<file path="src/rtl/rpc2_ctrl_fifo_reader_pkg.sv">
// Shared constants for the RPC2 controller FIFO reader: FSM state encoding
// and output buffer sizing.
package rpc2_ctrl_fifo_reader_pkg;

  localparam logic [1:0] IDLE  = 2'd0;
  localparam logic [1:0] RUN   = 2'd1;
  localparam logic [1:0] FLUSH = 2'd2;

  localparam int BUF_DEPTH = 2;
  localparam int CNT_WIDTH = $clog2(BUF_DEPTH + 1);

endpackage

</file>
<file path="src/rtl/rpc2_ctrl_skid_buf.sv">
// Two-entry register buffer between the FIFO pop side and the master stream.
// Outputs come only from the head register, never from the push path.
module rpc2_ctrl_skid_buf
  import rpc2_ctrl_fifo_reader_pkg::*;
#(
  parameter int W = 17
) (
  input  logic                 clk,
  input  logic                 rst_n,
  input  logic                 i_clear,
  input  logic                 i_push,
  input  logic [W-1:0]         i_push_entry,
  input  logic                 i_ready,
  output logic                 o_valid,
  output logic [W-1:0]         o_entry,
  output logic [CNT_WIDTH-1:0] o_count
);

  logic [W-1:0]         r_head;
  logic [W-1:0]         r_tail;
  logic [CNT_WIDTH-1:0] r_count;
  logic                 w_pop;

  assign w_pop   = (r_count != '0) && i_ready;
  assign o_valid = (r_count != '0);
  assign o_entry = r_head;
  assign o_count = r_count;

  // The caller never pushes into a full buffer, so push+pop implies count 1 or 2.
  always_ff @(posedge clk or negedge rst_n) begin
    if (!rst_n) begin
      r_head  <= '0;
      r_tail  <= '0;
      r_count <= '0;
    end else if (i_clear) begin
      r_head  <= '0;
      r_tail  <= '0;
      r_count <= '0;
    end else begin
      case ({i_push, w_pop})
        2'b10: begin
          if (r_count == '0) r_head <= i_push_entry;
          else               r_tail <= i_push_entry;
          r_count <= r_count + CNT_WIDTH'(1);
        end
        2'b01: begin
          r_head  <= r_tail;
          r_count <= r_count - CNT_WIDTH'(1);
        end
        2'b11: begin
          if (r_count == CNT_WIDTH'(1)) begin
            r_head <= i_push_entry;
          end else begin
            r_head <= r_tail;
            r_tail <= i_push_entry;
          end
        end
        default: ;
      endcase
    end
  end

endmodule

</file>
<file path="src/rtl/rpc2_ctrl_fifo_reader.sv">
// Burst reader: pops len+1 words from a CDC FIFO read port and replays them
// on a valid/ready master stream, tagging the final beat with m_last.
module rpc2_ctrl_fifo_reader
  import rpc2_ctrl_fifo_reader_pkg::*;
#(
  parameter int DATA_WIDTH = 16,
  parameter int LEN_WIDTH  = 8
) (
  input  logic                  clk,
  input  logic                  rst_n,
  input  logic                  start,
  input  logic [LEN_WIDTH-1:0]  len,
  input  logic                  abort,
  output logic                  busy,
  output logic                  done,
  input  logic                  fifo_rd_ready,
  input  logic [DATA_WIDTH-1:0] fifo_rd_data,
  output logic                  fifo_rd_en,
  output logic                  m_valid,
  input  logic                  m_ready,
  output logic [DATA_WIDTH-1:0] m_data,
  output logic                  m_last,
  output logic [1:0]            dbg_state
);

  // Stream handshake: a beat transfers on a rising edge where m_valid and
  // m_ready are both high; m_data/m_last stay stable while m_valid waits.

  logic [1:0]           r_state;
  logic [LEN_WIDTH:0]   r_beats_left;
  logic                 r_done;
  logic [CNT_WIDTH-1:0] w_buf_count;
  logic [DATA_WIDTH:0]  w_head;
  logic                 w_abort;
  logic                 w_final_pop;
  logic                 w_last_hs;

  assign w_abort     = abort && (r_state != IDLE);
  assign fifo_rd_en  = (r_state == RUN) && fifo_rd_ready && (r_beats_left != '0)
                       && (w_buf_count < CNT_WIDTH'(BUF_DEPTH)) && !abort;
  assign w_final_pop = fifo_rd_en && (r_beats_left == (LEN_WIDTH+1)'(1));
  assign w_last_hs   = m_valid && m_ready && m_last;

  assign busy      = (r_state != IDLE);
  assign done      = r_done;
  assign m_data    = w_head[DATA_WIDTH-1:0];
  assign m_last    = w_head[DATA_WIDTH];
  assign dbg_state = r_state;

  always_ff @(posedge clk or negedge rst_n) begin
    if (!rst_n) begin
      r_state      <= IDLE;
      r_beats_left <= '0;
      r_done       <= 1'b0;
    end else begin
      r_done <= 1'b0;
      if (w_abort) begin
        r_state      <= IDLE;
        r_beats_left <= '0;
      end else begin
        case (r_state)
          IDLE: begin
            if (start) begin
              r_state      <= RUN;
              r_beats_left <= {1'b0, len} + (LEN_WIDTH+1)'(1);
            end
          end
          RUN: begin
            if (fifo_rd_en) r_beats_left <= r_beats_left - (LEN_WIDTH+1)'(1);
            if (w_final_pop) r_state <= FLUSH;
          end
          FLUSH: begin
            if (w_last_hs) begin
              r_state <= IDLE;
              r_done  <= 1'b1;
            end
          end
          default: r_state <= IDLE;
        endcase
      end
    end
  end

  rpc2_ctrl_skid_buf #(
    .W(DATA_WIDTH + 1)
  ) u_skid_buf (
    .clk          (clk),
    .rst_n        (rst_n),
    .i_clear      (w_abort),
    .i_push       (fifo_rd_en),
    .i_push_entry ({w_final_pop, fifo_rd_data}),
    .i_ready      (m_ready),
    .o_valid      (m_valid),
    .o_entry      (w_head),
    .o_count      (w_buf_count)
  );

endmodule

</file>
<file path="config.mk">
export PLATFORM = sky130hd
export DESIGN_NAME = rpc2_ctrl_fifo_reader
export DESIGN_NICKNAME = d
export VERILOG_FILES = /design/src/rtl/rpc2_ctrl_fifo_reader_pkg.sv /design/src/rtl/rpc2_ctrl_skid_buf.sv /design/src/rtl/rpc2_ctrl_fifo_reader.sv
export SDC_FILE = /design/constraint.sdc
export NUM_CORES = 1
export LEC_CHECK = 0
export ABC_AREA = 1
export BUFFER_PORTS_ARGS = -buffer_cell sky130_fd_sc_hd__buf_4
export CORE_UTILIZATION = 55
export CTS_CLUSTER_DIAMETER = 50
export DETAILED_ROUTE_END_ITERATION = 7
export GPL_ROUTABILITY_DRIVEN = 0
export MAX_ROUTING_LAYER = met4
export PLACE_DENSITY_LB_ADDON = 0.1
export RECOVER_POWER = 100
export SETUP_SLACK_MARGIN = 0.3
export SLEW_MARGIN = 5
export SYNTH_ARGS = -nofsm -noshare
export SYNTH_HDL_FRONTEND = slang
export SYNTH_SLANG_ARGS = --single-unit
</file>
<file path="constraint.sdc">
create_clock -name clk -period 2.9 [get_ports clk]
set_input_delay 0 -clock clk [delete_from_list [all_inputs] [get_ports clk]]
set_output_delay 0 -clock clk [all_outputs]
set_load 0.005 [all_outputs]
</file>
-- Word level (Yosys, flattened, before mapping)
Cells that the tools add are included.
- register bits after elaboration: 48
- output and inout bits: 23
- logic and storage cells: 69
- add/subtract/negate cells: 4
- $lt $le $gt $ge: 1
- equal/unequal tests: 14
- mux-type cells: 22
- reductions and logical operators: 22
- operator list (operator ; number):
    two-way mux 17 bit ; 6
    one-hot mux 17 bit (3 select lines) ; 1
    one-hot mux 17 bit (2 select lines) ; 1
    two-way mux 9 bit ; 3
    != test 3 x 2 -> 1 bit (second input constant) ; 6
    one-hot mux 9 bit (2 select lines) ; 1
    two-way mux 2 bit ; 5
    adder 8 x 1 -> 9 bit (second input constant) ; 1
    == test 9 x 1 -> 1 bit (second input constant) ; 1
    AND reduction 3 bit ; 3
    nonzero test 3 bit ; 3
    nonzero test 9 bit ; 1
    subtractor 9 x 1 -> 9 bit (second input constant) ; 1
    logical AND 1 bit ; 8
    == test 2 x 1 -> 1 bit (second input constant) ; 3
    == test 2 bit (second input constant) ; 3
    one-hot mux 2 bit (3 select lines) ; 1
    logical NOT 2 bit ; 2
    one-hot mux 2 bit (2 select lines) ; 1
    nonzero test 2 bit ; 2
    nonzero test 4 bit ; 1
    two-way mux 1 bit ; 3
    != test 3 x 1 -> 1 bit (second input constant) ; 1
    adder 2 x 1 -> 2 bit (second input constant) ; 1
    4 further kinds ; 4

-- Longest topological paths before layout
Gate-level depths: netlist of the first run.
- word-level depth: 9
- gate-level depth with buffers: 16
- depth with buffers taken out: 16

-- Cells and area by module
A second synthesis of the first run with hierarchy kept.
- cell total of the unflattened synthesis: 395
- area, all modules: 2849.0 um^2
- by module, submodules not included (module ; instances ; cells an instance ; area each (um^2)):
    rpc2_ctrl_skid_buf ; 1 ; 235 ; 1825.5
    rpc2_ctrl_fifo_reader ; 1 ; 160 ; 1023.5

-- Worst setup path before layout of the first run
No wires, ideal clock.
- path kind: register to register
- from: reg r_beats_left[0]
- to: reg u_skid_buf.r_tail[6]
- library setup time: 0.065 ns
- arrival: 1.990 ns
- data required time: 2.835 ns
- setup slack: 0.845 ns
- cell stages (with the launch flop): 16
- path buffers: 1
- clock period less this slack: 2.055 ns
- path through: dfrtp_1 -> inv_1 -> ha_1 -> nand2_1 -> nor2_1 -> nand2_1 -> nand2_2 -> inv_1 -> ha_1 -> nor2_1 -> nand3b_1 -> nand2_2 -> inv_2 -> buf_2 -> nand2_1 -> nand2_1
- cells in the longest elaborated chain, start to end: 7
- elaborated cells between the ends (all ways): 12
- those cells by class: eq/ne: 4; mux: 2; reduce/logical: 6
- RTL lines (what ; line ; RTL):
    start, declared ; rpc2_ctrl_fifo_reader.sv:30 ; logic [LEN_WIDTH:0] r_beats_left;
    start signal, assigned ; rpc2_ctrl_fifo_reader.sv:65 ; r_beats_left <= {1'b0, len} + (LEN_WIDTH+1)'(1);
    start signal, assigned ; rpc2_ctrl_fifo_reader.sv:69 ; if (fifo_rd_en) r_beats_left <= r_beats_left - (LEN_WIDTH+1)'(1);
    nonzero test 9 bit * ; rpc2_ctrl_fifo_reader.sv:39 ; assign fifo_rd_en = (r_state == RUN) && fifo_rd_ready && (r_beats_left != '0)
    logical AND 1 bit * ; rpc2_ctrl_fifo_reader.sv:39 ;
    logical AND 1 bit * (2 in series) ; rpc2_ctrl_fifo_reader.sv:40 ; && (w_buf_count < CNT_WIDTH'(BUF_DEPTH)) && !abort;
    net fifo_rd_en ; rpc2_ctrl_fifo_reader.sv:18 ; output logic fifo_rd_en,
    == test 2 bit ; rpc2_ctrl_skid_buf.sv:40 ; case ({i_push, w_pop})
    != test 3 x 2 -> 1 bit (no line) (tied with other cells) ; n/a ;
    AND reduction 3 bit (no line) / two-way mux 17 bit (equally long branches) ; n/a ;
    end signal, assigned ; rpc2_ctrl_skid_buf.sv:43 ; else r_tail <= i_push_entry;
    end signal, assigned ; rpc2_ctrl_skid_buf.sv:55 ; r_tail <= i_push_entry;
    end, declared ; rpc2_ctrl_skid_buf.sv:20 ; logic [W-1:0] r_tail;
Mark *: on every way through the listed nets, which the timed path passes. The rest lies on a longest branch.
A chain may end at the register's enable or synchronous reset.

-- Worst setup path in the final report of the first run
- from: reg r_beats_left[0]
- to: reg u_skid_buf.r_head[12] (netlist: u_skid_buf.o_entry[12])
- cells in the longest elaborated chain, start to end: 7
- elaborated cells between the ends (all ways): 12
- those cells by class: eq/ne: 4; mux: 2; reduce/logical: 6
- RTL lines (what ; line ; RTL):
    nonzero test 9 bit * ; rpc2_ctrl_fifo_reader.sv:39 ;
    logical AND 1 bit * ; rpc2_ctrl_fifo_reader.sv:39 ;
    logical AND 1 bit * (2 in series) ; rpc2_ctrl_fifo_reader.sv:40 ;
    == test 2 bit / == test 2 x 1 -> 1 bit (equally long branches) ; rpc2_ctrl_skid_buf.sv:40 ;
    one-hot mux 17 bit (3 select lines) (tied with other cells) ; rpc2_ctrl_skid_buf.sv:40 ;
    two-way mux 17 bit / AND reduction 2 bit (equally long branches) ; n/a ;
    end signal, assigned ; rpc2_ctrl_skid_buf.sv:42 ; if (r_count == '0) r_head <= i_push_entry;
    end signal, assigned ; rpc2_ctrl_skid_buf.sv:47 ; r_head <= r_tail;
    end signal, assigned ; rpc2_ctrl_skid_buf.sv:52 ; r_head <= i_push_entry;
    end, declared ; rpc2_ctrl_skid_buf.sv:19 ; logic [W-1:0] r_head;
Mark *: on every way between the ends. The rest lies on a longest branch, timed or not.

==> results of run 1 <==
==> layout by cell type (no fill, tap or decap), types with 8 or more instances in the layout <==
cell and instances:
dlygate4sd3_1 8, dfrtp_1 48, inv_1 34, buf_4 33, nor2_1 40, nand2_1 113, ha_1 9, clkbuf_4 21
nand3_1 63, o21ai_0 18
==> kinds of logic (layout without fill, tap and decap cells) <==
| group | Yosys count | count (layout) | synth area share (%) |
|---|---|---|---|
| adders and majority gates | 9 | 9 | 4.08 |
| AOI/OAI and AO/OA | 36 | 36 | 7.66 |
| xor gates and xnor gates | 4 | 4 | 1.27 |
| buffers and inverters | 51 | 110 | 7.94 |
| DFF | 48 | 48 | 43.5 |
| and+or+nand+nor | 226 | 226 | 35.5 |
==> registers in the layout (all words and copies together) (netlist names) <==
name                count
u_skid_buf.o_entry     17
u_skid_buf.r_tail      17
r_beats_left            9
dbg_state               2
u_skid_buf.o_count      2
done                    1
==> power groups by stage <==
stage / clock network (mW) / registers [mW] / logic (mW)
4_1_cts: 0.569 / 1.14 / 1.58
6_report: 0.561 / 1.14 / 1.53
3_3_place_gp: 0 / 1.14 / 1.52
2_1_floorplan: 0 / 1.12 / 1.09
5_1_grt: 0.589 / 1.18 / 1.76
3_5_place_dp: 0 / 1.15 / 1.56
==> per-stage QoR <==
| stage | worst slack, ns | instances | hold slack, ns |
|---|---|---|---|
| 4_1_cts | 0.478 | 500 | 0.0127 |
| 3_3_place_gp | 0.623 | 485 | 0.0488 |
| 5_1_grt | 0.219 | 500 | 0.0554 |
| 6_report | 0.411 | 500 | 0.0246 |
| 2_1_floorplan | 0.845 | 374 | -0.296 |
| 3_5_place_dp | 0.490 | 485 | 0.0472 |
==> repair_timing <==
| action | in CTS | in global routing |
|---|---|---|
| hold endpoints to repair | 61 | 0 |
| setup endpoints to repair | 0 | 6 |
| resized for setup | 0 | 2 |
| hold buffers | 8 | 0 |
==> area by class of cell <==
| class | instances | area (um2) | area share (%) |
|---|---|---|---|
| clock buffer | 5 | 68.8 | 2.04 |
| clock inverter | 2 | 60.1 | 1.78 |
| inverter | 39 | 149 | 4.42 |
| multi-input combinational | 275 | 1310 | 38.9 |
| sequential | 48 | 1200 | 35.7 |
| tap | 67 | 83.8 | 2.49 |
| timing repair buffer | 64 | 494 | 14.7 |
==> how the worst max path moves through the flow <==
stage	start	to	slack (ns)	depth (start not counted)
2_1_floorplan	r_beats_left[0]	u_skid_buf.r_tail[6]	0.85	15
3_3_place_gp	r_beats_left[0]	u_skid_buf.o_entry[11]	0.62	16
3_5_place_dp	r_beats_left[0]	u_skid_buf.o_entry[14]	0.49	16
4_1_cts	r_beats_left[0]	u_skid_buf.o_entry[14]	0.48	16
5_1_grt	r_beats_left[0]	u_skid_buf.o_entry[13]	0.22	16
6_report	r_beats_left[0]	u_skid_buf.o_entry[12]	0.41	16
==> routing by layer <==
layer,share of wire (%),track usage (%),vias up
met5,0,-,-
met1,46,35.0,1206
met4,1.3,6.97,0
met3,5.2,3.87,8
li1,-,-,1320
met2,47,42.8,79
==> critical path: stages (launching register included) <==
cell,delay [ns]
dfrtp_1,0.43
inv_1,0.15
ha_1,0.18
nand2_1,0.05
nor2_1,0.09
nand2_1,0.05
nand2_1,0.11
inv_1,0.11
ha_1,0.24
nor2_1,0.14
nand2_1,0.08
a21oi_2,0.21
inv_4,0.14
nand2_1,0.10
inv_2,0.13
nand3_1,0.09
nand3_1,0.07
==> impl_metrics.csv, run 1 <==
group,metric,value,unit
run_status,status,"complete, no violations",
sta,clock.fmax,402,MHz
die,dieArea,5300,um2
global_route,grt_usage,26.4,%
worst_setup_path,crit_path_max_fanout,24,
power,vdd_drop_max,449,uV
synth,yosysSeqAreaShare,43.5,%
clock_tree,root_buffer,"clkbuf_8",
global_route,overflow,0,
die,num_rows,25,
synth,synthesis.nets,413,
clock_tree,htreeDepth,2,
worst_setup_path,regToRegEndpoint,"u_skid_buf.o_entry[12]",
finish,num_antenna_cells,0,
worst_hold_path,hold_path_end,"u_skid_buf.r_tail[8]",
power,p_sw,1.35,mW
power,leakage,1.76,nW
worst_hold_path,min_path_cells,5,
finish,layout.nets,472,
die,start_util,57.6,%
synth,synth_edf_count,0,
sta,worst_slew_margin_rel,21.7,%
placed_design,hpwl,4290,um
detailed_routing,drt_iter0_drc,181,
sta,rsz0062_at_grt,"false",
detailed_routing,drc,0,
run,drv_cap,0,
power,clkPwrFrac,17.3,%
worst_setup_path,ff2ff_path_depth,16,
die,die_w,72.8,um
clock_tree,clk_pin_slew,0.09,ns
power,combPwrFrac,47.3,%
die,io_pins,53,
worst_setup_path,cp.required,3.08,ns
sta,finClkSkew,0.00936,ns
worst_setup_path,critPathLaunchType,"flop",
synth,yosys.area.top_type,"dfrtp_1",
finish,area_growth,22.0,%
power,pwr_density_cell,961,nW/um2
clock_tree,cts_buffers,5,
synth,synth_warnings,0,
synth,ys_types,28,
sta,slew_viol_final,0,
worst_setup_path,cp.arrival,2.67,ns
sta,worst_pin_slew,1.17,ns
placed_design,place_area,3190,um2
global_route,antenna_found_initial,0,
synth,synthMostInstantiatedCell,"nand2_1",
placed_design,io_buffer_count,52,
finish,final_cell_area,3370,um2
synth,synth_area,2760,um2
global_route,grt_pass1_vias,2403,
die,die_y,72.8,um
worst_setup_path,r2r_start,"r_beats_left[0]",
sta,post-route-min-period,2.49,ns
global_route,grt_pass1_wl,10600,um
worst_setup_path,r2r_slack,0.41,ns
synth,synth_area_leaders,"dfrtp_1, nand2_1, nand3_1",
power,power,3.23,mW
sta,setup_viol,0,
clock_tree,cts_buffer_depth,2,
worst_hold_path,hp-class,"primary input to flop",
worst_hold_path,hold_start,"fifo_rd_data[8]",
clock_tree,clk_latency,0.30,ns
synth,synthArstFlopShare,100,%
finish,n_fill_cell,422,
detailed_routing,wl_per_cell,12.4,um
die,core,4790,um2
synth,synth-seq-cells,48,
detailed_routing,ant_nets,0,
clock_tree,cts_tree,"built",
detailed_routing,drt_wl_total,6180,um
finish,post-route-util,70.3,%
clock_tree,cts_sinks,48,
sta,setup-tns-final,0,ns
detailed_routing,avgViaCountPerCell,5.23,
worst_setup_path,crit_type,"flop to flop",
synth,synth_top_cell_area_share,43.5,%
synth,synth_ff_type,"dfrtp_1",
power,seqPwrFrac,35.3,%
finish,layout-drive-gt1-share,17.1,%
sta,finalHoldViolCount,0,
worst_setup_path,end_kind,"flop",
synth,post_synth.cell_area_avg,7.38,um2
detailed_routing,drt-pass1-iter-count,4,
global_route,grt_max_degree,49,
detailed_routing,vias,2613,
synth,syn_inst,374,
synth,synth_common_cells,"nand2_1, nand3_1, dfrtp_1, nor2_1, inv_1",
sta,period_share,85.8,%
clock_tree,post_cts_buffers,0,
power,intPower,1.88,mW
power,swShare,41.7,%
(Power assumes the default switching activity.)
==> run 2: changes to the inputs <==
--- a/constraint.sdc
+++ b/constraint.sdc
@@ -3,2 +3,2 @@
 set_output_delay 0 -clock clk [all_outputs]
-set_load 0.005 [all_outputs]
+set_load 0.02 [all_outputs]
==> run 2 against run 1 <==
Compared with the run above: critical path depth did not move; setup slack got worse by 0.029 ns; combinational power grew 5%; sequential share of layout area increased by 0.74 points; hold slack improved by 0.0049 ns; clock skew barely moved; non-clock buffer count unchanged; sequential cell count is the same; critical path type unchanged; critical endpoint unchanged.
==> impl_metrics.csv, run 2 (synthesis results as in run 1) <==
group,metric,value,unit
detailed_routing,met3WireLength,269,um
die,die_w,72.8,um
detailed_routing,drc,0,
sta,setup_viol,0,
die,start_util,57.6,%
worst_setup_path,crit_path_max_fanout,24,
worst_setup_path,end_kind,"flop",
worst_hold_path,hp-class,"primary input to flop",
detailed_routing,drt-pass1-iter-count,4,
clock_tree,clk_latency,0.29,ns
worst_setup_path,ff2ff_path_depth,16,
worst_hold_path,min_path_cells,5,
run_status,status,"complete, no violations",
global_route,grt_pass1_wl,10600,um
placed_design,hpwl,4290,um
die,dieArea,5300,um2
detailed_routing,ant_nets,0,
clock_tree,post_cts_buffers,0,
power,power,3.30,mW
power,vdd_drop_max,444,uV
sta,finClkSkew,0.00910,ns
global_route,grt_max_degree,49,
global_route,antenna_found_initial,0,
run,drv_cap,0,
sta,finalHoldViolCount,0,
global_route,grt_pass1_vias,2403,
worst_hold_path,hold_path_end,"u_skid_buf.r_tail[8]",
worst_setup_path,r2r_start,"r_beats_left[0]",
detailed_routing,dr_wl_met2,2910,um
die,die_y,72.8,um
die,io_pins,53,
finish,layout.nets,472,
worst_setup_path,regToRegEndpoint,"u_skid_buf.o_entry[12]",
sta,post-route-min-period,2.52,ns
sta,rsz0062_at_grt,"false",
placed_design,io_buffer_count,52,
detailed_routing,drt_wl_total,6140,um
sta,worst_slew_margin_rel,23.0,%
finish,layout_commonest_cell,"nand2_1",
worst_setup_path,crit_type,"flop to flop",
power,pwr_density_cell,1000,nW/um2
finish,num_antenna_cells,0,
worst_setup_path,r2r_slack,0.38,ns
finish,layout-drive-gt1-share,12.5,%
sta,worst_pin_slew,1.16,ns
worst_setup_path,cp.required,3.08,ns
worst_setup_path,critPathLaunchType,"flop",
finish,finalNonFillerCells,500,
detailed_routing,wl_per_cell,12.3,um
power,leakage,1.68,nW
detailed_routing,dr.max_layer_used,"met4",
global_route,overflow,0,
sta,clock.fmax,397,MHz
detailed_routing,drt-met1-wl,2900,um
worst_hold_path,hold_start,"fifo_rd_data[8]",
global_route,grt_usage,26.4,%
sta,setup-tns-final,0,ns
die,core,4790,um2
clock_tree,cts_tree,"built",
placed_design,dp_cells,485,
detailed_routing,avgViaCountPerCell,5.23,
clock_tree,cts_buffer_depth,2,
die,num_rows,25,
clock_tree,root_buffer,"clkbuf_8",
finish,area_growth,19.5,%
worst_setup_path,cp.arrival,2.70,ns
detailed_routing,vias,2614,
sta,period_share,86.8,%
clock_tree,cts_buffers,5,
detailed_routing,drt_iter0_drc,172,
sta,slew_viol_final,0,
clock_tree,cts_sinks,48,
finish,layout_common_cells,"nand2_1, nand3_1, dfrtp_1",
clock_tree,clk_pin_slew,0.09,ns
clock_tree,htreeDepth,2,
[run 2: area by class of cell]
| cell class | count | area, um2 |
|---|---|---|
| Sequential cell | 48 | 1200 |
| Clock buffer | 5 | 68.8 |
| Fill cell | 447 | 1490 |
| Timing Repair Buffer | 64 | 412 |
| Clock inverter | 2 | 60.1 |
| Inverter | 39 | 149 |
| Tap cell | 67 | 83.8 |
| Multi-Input combinational cell | 275 | 1320 |
[run 2: per-stage QoR]
step	cell area, um2	setup slack, ns	utilization, %	hold slack [ns]
floorplan	2760	0.758	-	-0.296
global placement	3190	0.623	66.7	0.0488
detailed placement	3190	0.490	66.7	0.0472
CTS	3400	0.478	71.0	0.0127
global route	3300	0.163	68.9	0.0554
finish	3300	0.383	68.9	0.0295
[run 2: critical path, cell delays in order (launching register included)]
cell and delay [ns]:
dfrtp_1 0.43, inv_1 0.15, ha_1 0.18, nand2_1 0.05
nor2_1 0.09, nand2_1 0.05, nand2_1 0.09, inv_1 0.10
ha_1 0.24, nor2_1 0.14, nand2_1 0.07, a21oi_1 0.29
inv_4 0.17, nand2_1 0.11, inv_2 0.10, nand3_1 0.08
nand3_1 0.07
[run 2: timing repair]
| action | in CTS | in global routing |
|---|---|---|
| resized for setup | 0 | 2 |
| endpoints found under the setup margin | 0 | 6 |
| hold endpoints to repair | 61 | 0 |
| hold buffers | 8 | 0 |
[run 2: per-layer routing]
metal  up-vias  GRT usage (%)
met4         0           6.97
met5         -              -
met2        72           42.8
met3         6           3.87
met1      1213           35.0
li1       1323              -
[run 2: how the worst max path moves through the flow]
stage | start | to | slack (ns)
2_1_floorplan | dbg_state[0] | u_skid_buf.r_tail[6] | 0.76
3_3_place_gp | r_beats_left[0] | u_skid_buf.o_entry[11] | 0.62
3_5_place_dp | r_beats_left[0] | u_skid_buf.o_entry[14] | 0.49
4_1_cts | r_beats_left[0] | u_skid_buf.o_entry[14] | 0.48
5_1_grt | r_beats_left[0] | u_skid_buf.o_entry[13] | 0.16
6_report | r_beats_left[0] | u_skid_buf.o_entry[12] | 0.38
[run 2: report_power, final]
part           total (mW)  switching [mW]  internal [mW]  leakage (nW)
combinational        1.60            1.08          0.517          1.01
clock               0.555           0.216          0.339        0.0642
sequential           1.14           0.192          0.950         0.607
total                3.30            1.49           1.81          1.68
==> run 3: changes to the inputs <==
Settings changed: ABC_AREA 1 to default.
==> run 3 against run 2 <==
Compared with the run above: the run now ends with DRC left; highest routed layer unchanged; critical endpoint is now u_skid_buf.o_entry[2]; synthesized area shrank 5.8%; final cell count shrank 21%; clock skew shrank 0.0031 ns; via count shrank 13%; first-iteration DRC count grew 30%; register-to-register slack lost 0.095 ns; core utilization grew 5.4 points; global-route usage grew 0.65 points.
==> impl_metrics.csv, run 3 <==
group,metric,value,unit
run_status,status,"complete, but fails checks",
run_status,violations,"DRC",
power,seqPwrFrac,38.4,%
power,p_sw,1.18,mW
synth,synth_area_leaders,"dfrtp_1, nand2_1, o21ai_0",
global_route,grt_pass1_vias,2114,
power,clkPwrFrac,18.0,%
die,io_pins,53,
global_route,grt_pass1_wl,10200,um
die,start_util,58.5,%
sta,worst_pin_slew,1.18,ns
synth,ys_types,42,
detailed_routing,drt-pass1-iter-count,6,
detailed_routing,ant_nets,0,
finish,layout_common_cells,"dfrtp_1, buf_4, nand2_1",
placed_design,io_buffer_count,52,
worst_hold_path,hp-class,"primary input to flop",
worst_setup_path,r2r_slack,0.29,ns
placed_design,dp_slack,0.224,ns
worst_setup_path,crit_type,"flop to flop",
worst_setup_path,max_stage_delay,0.51,ns
synth,synth_top_cell_area_share,46.2,%
synth,post_synth.cell_area_avg,9.74,um2
worst_setup_path,cp.arrival,2.80,ns
worst_setup_path,crit_path_max_fanout,11,
synth,syn_inst,267,
clock_tree,cts_buffers,5,
sta,finClkSkew,0.00597,ns
synth,synth_edf_count,0,
worst_setup_path,slowest_stage,"dfrtp_1",
global_route,overflow,0,
detailed_routing,avgViaCountPerCell,5.79,
sta,setup_viol,0,
power,pwr_density_cell,871,nW/um2
synth,synthesis.nets,306,
sta,clock.fmax,383,MHz
synth,synth_warnings,0,
synth,synth-seq-cells,48,
power,intPower,1.70,mW
finish,layout.nets,379,
finish,area_growth,27.0,%
power,leakage,1.57,nW
sta,rsz0062_at_grt,"true",
detailed_routing,drc,8,
synth,synthArstFlopShare,100,%
clock_tree,clk_pin_slew,0.09,ns
clock_tree,cts_tree,"built",
synth,synth_ff_type,"dfrtp_1",
die,core,4440,um2
power,vdd_drop_max,465,uV
sta,post-route-min-period,2.61,ns
global_route,grt_usage,27.1,%
worst_hold_path,min_path_cells,3,
die,num_rows,24,
worst_setup_path,critPathLaunchType,"flop",
detailed_routing,vias,2276,
power,swShare,41.0,%
detailed_routing,drt_wl_total,6300,um
run,drv_cap,0,
sta,setup_slack,0.287,ns
clock_tree,clk_latency,0.31,ns
die,die_y,70.8,um
power,combPwrFrac,43.6,%
detailed_routing,drt_iter0_drc,223,
global_route,antenna_found_initial,0,
clock_tree,htreeDepth,2,
placed_design,hpwl,4090,um
sta,finalHoldViolCount,0,
worst_setup_path,end_kind,"flop",
clock_tree,cts_sinks,48,
synth,yosysSeqAreaShare,46.2,%
die,dieArea,5010,um2
clock_tree,cts_buffer_depth,2,
finish,layout_commonest_cell,"dfrtp_1",
clock_tree,root_buffer,"clkbuf_8",
finish,layout-drive-gt1-share,19.6,%
die,die_w,70.8,um
sta,slew_viol_final,0,
global_route,grt_max_degree,49,
worst_setup_path,cp.required,3.09,ns
detailed_routing,wl_per_cell,16.0,um
synth,synth_area,2600,um2
sta,period_share,90.1,%
worst_setup_path,crit_chain,"or3b_4 > nor2_4 > nand2_1 > ha_1 > nor2_4 > o21a_1 > nand2_2 > and3_1 > a221o_1",
worst_setup_path,cpMostUsedCell,"nor2_4",
synth,synthMostInstantiatedCell,"dfrtp_1",
synth,yosys.area.top_type,"dfrtp_1",
sta,setup-tns-final,0,ns
finish,num_antenna_cells,0,
worst_setup_path,ff2ff_path_depth,9,
sta,worst_slew_margin_rel,21.1,%
synth,synth_common_cells,"dfrtp_1, nand2_1, o21ai_0, nor2_1",
run 3: cell type report:
class / count / area (um2)
clock inverters: 2 / 38.8
multi-input cells: 202 / 1360
clock buffers: 6 / 82.6
fillers: 341 / 1140
inverters: 8 / 32.5
repair buffers: 75 / 526
flip-flops and latches: 48 / 1200
well taps: 52 / 65.1
run 3: power groups by stage:
stage / clock (mW) / sequential (mW) / combinational, mW
detailed placement: 0 / 1.11 / 1.28
global route: 0.553 / 1.13 / 1.38
floorplan: 0 / 1.19 / 0.757
finish: 0.516 / 1.11 / 1.25
global placement: 0 / 1.10 / 1.25
CTS: 0.528 / 1.11 / 1.32
run 3: routing by layer:
layer  global-route usage (%)  share of wire [%]  routed length [um]  vias to the layer above
met2                     39.3                 47                2950                       73
met1                     38.1                 46                2920                     1085
met4                     8.22               0.81                  51                        0
li1                         -                  -                   -                     1113
met5                        -                  0                   0                        -
met3                     5.98                6.0                 378                        5
run 3: worst paths after layout:
kind,from,endpoint
worst max-delay path,dbg_state[0],u_skid_buf.o_entry[2]
worst min-delay path,fifo_rd_data[7],u_skid_buf.r_tail[7]
worst max register to register,dbg_state[0],u_skid_buf.o_entry[2]
worst min register to register,u_skid_buf.r_tail[16],u_skid_buf.r_tail[16]
max in group asynchronous,rst_n,u_skid_buf.o_count[0]
min in group asynchronous,rst_n,r_beats_left[6]
run 3: critical path, delay by kind of cell, from the launching register on:
family / cells / cell delay (ns)
fa+ha+maj: 1 / 0.29
simple gates: 6 / 1.22
compound gates: 2 / 0.47
flops: 1 / 0.51
run 3: timing repair:
action / 4_1_cts / 5_1_grt
setup buffers: 1 / 0
pin swaps: 1 / 2
setup endpoints to repair: 16 / 26
gates cloned: 0 / 2
resized for setup: 2 / 6
hold buffers: 16 / 0
hold endpoints to repair: 62 / 0
run 3: logic make-up (layout without fill, tap and decap cells):
| logic type | after synthesis | after routing | synth area share [%] |
|---|---|---|---|
| multiplexers | 7 | 7 | 2.70 |
| AO/OA/AOI/OAI | 65 | 65 | 17.6 |
| buffers and inverters | 19 | 91 | 3.75 |
| flip-flops | 48 | 48 | 46.2 |
| XOR/XNOR | 8 | 8 | 2.70 |
| adder cells (fa/ha/maj) | 9 | 9 | 4.33 |
| AND/OR/NAND/NOR | 111 | 113 | 22.7 |
run 3: through the flow:
stage,power (mW),hold WS [ns],area (um2),util (%),std cells
final,2.88,0.0118,3300,74.3,393
after global routing,3.07,0.0419,3300,74.3,393
after CTS,2.95,0.00182,3370,75.9,391
after detailed placement,2.39,0.0468,3080,69.3,366
after global placement,2.35,0.0445,3080,69.3,366
after floorplan,1.95,-0.296,2660,-,267
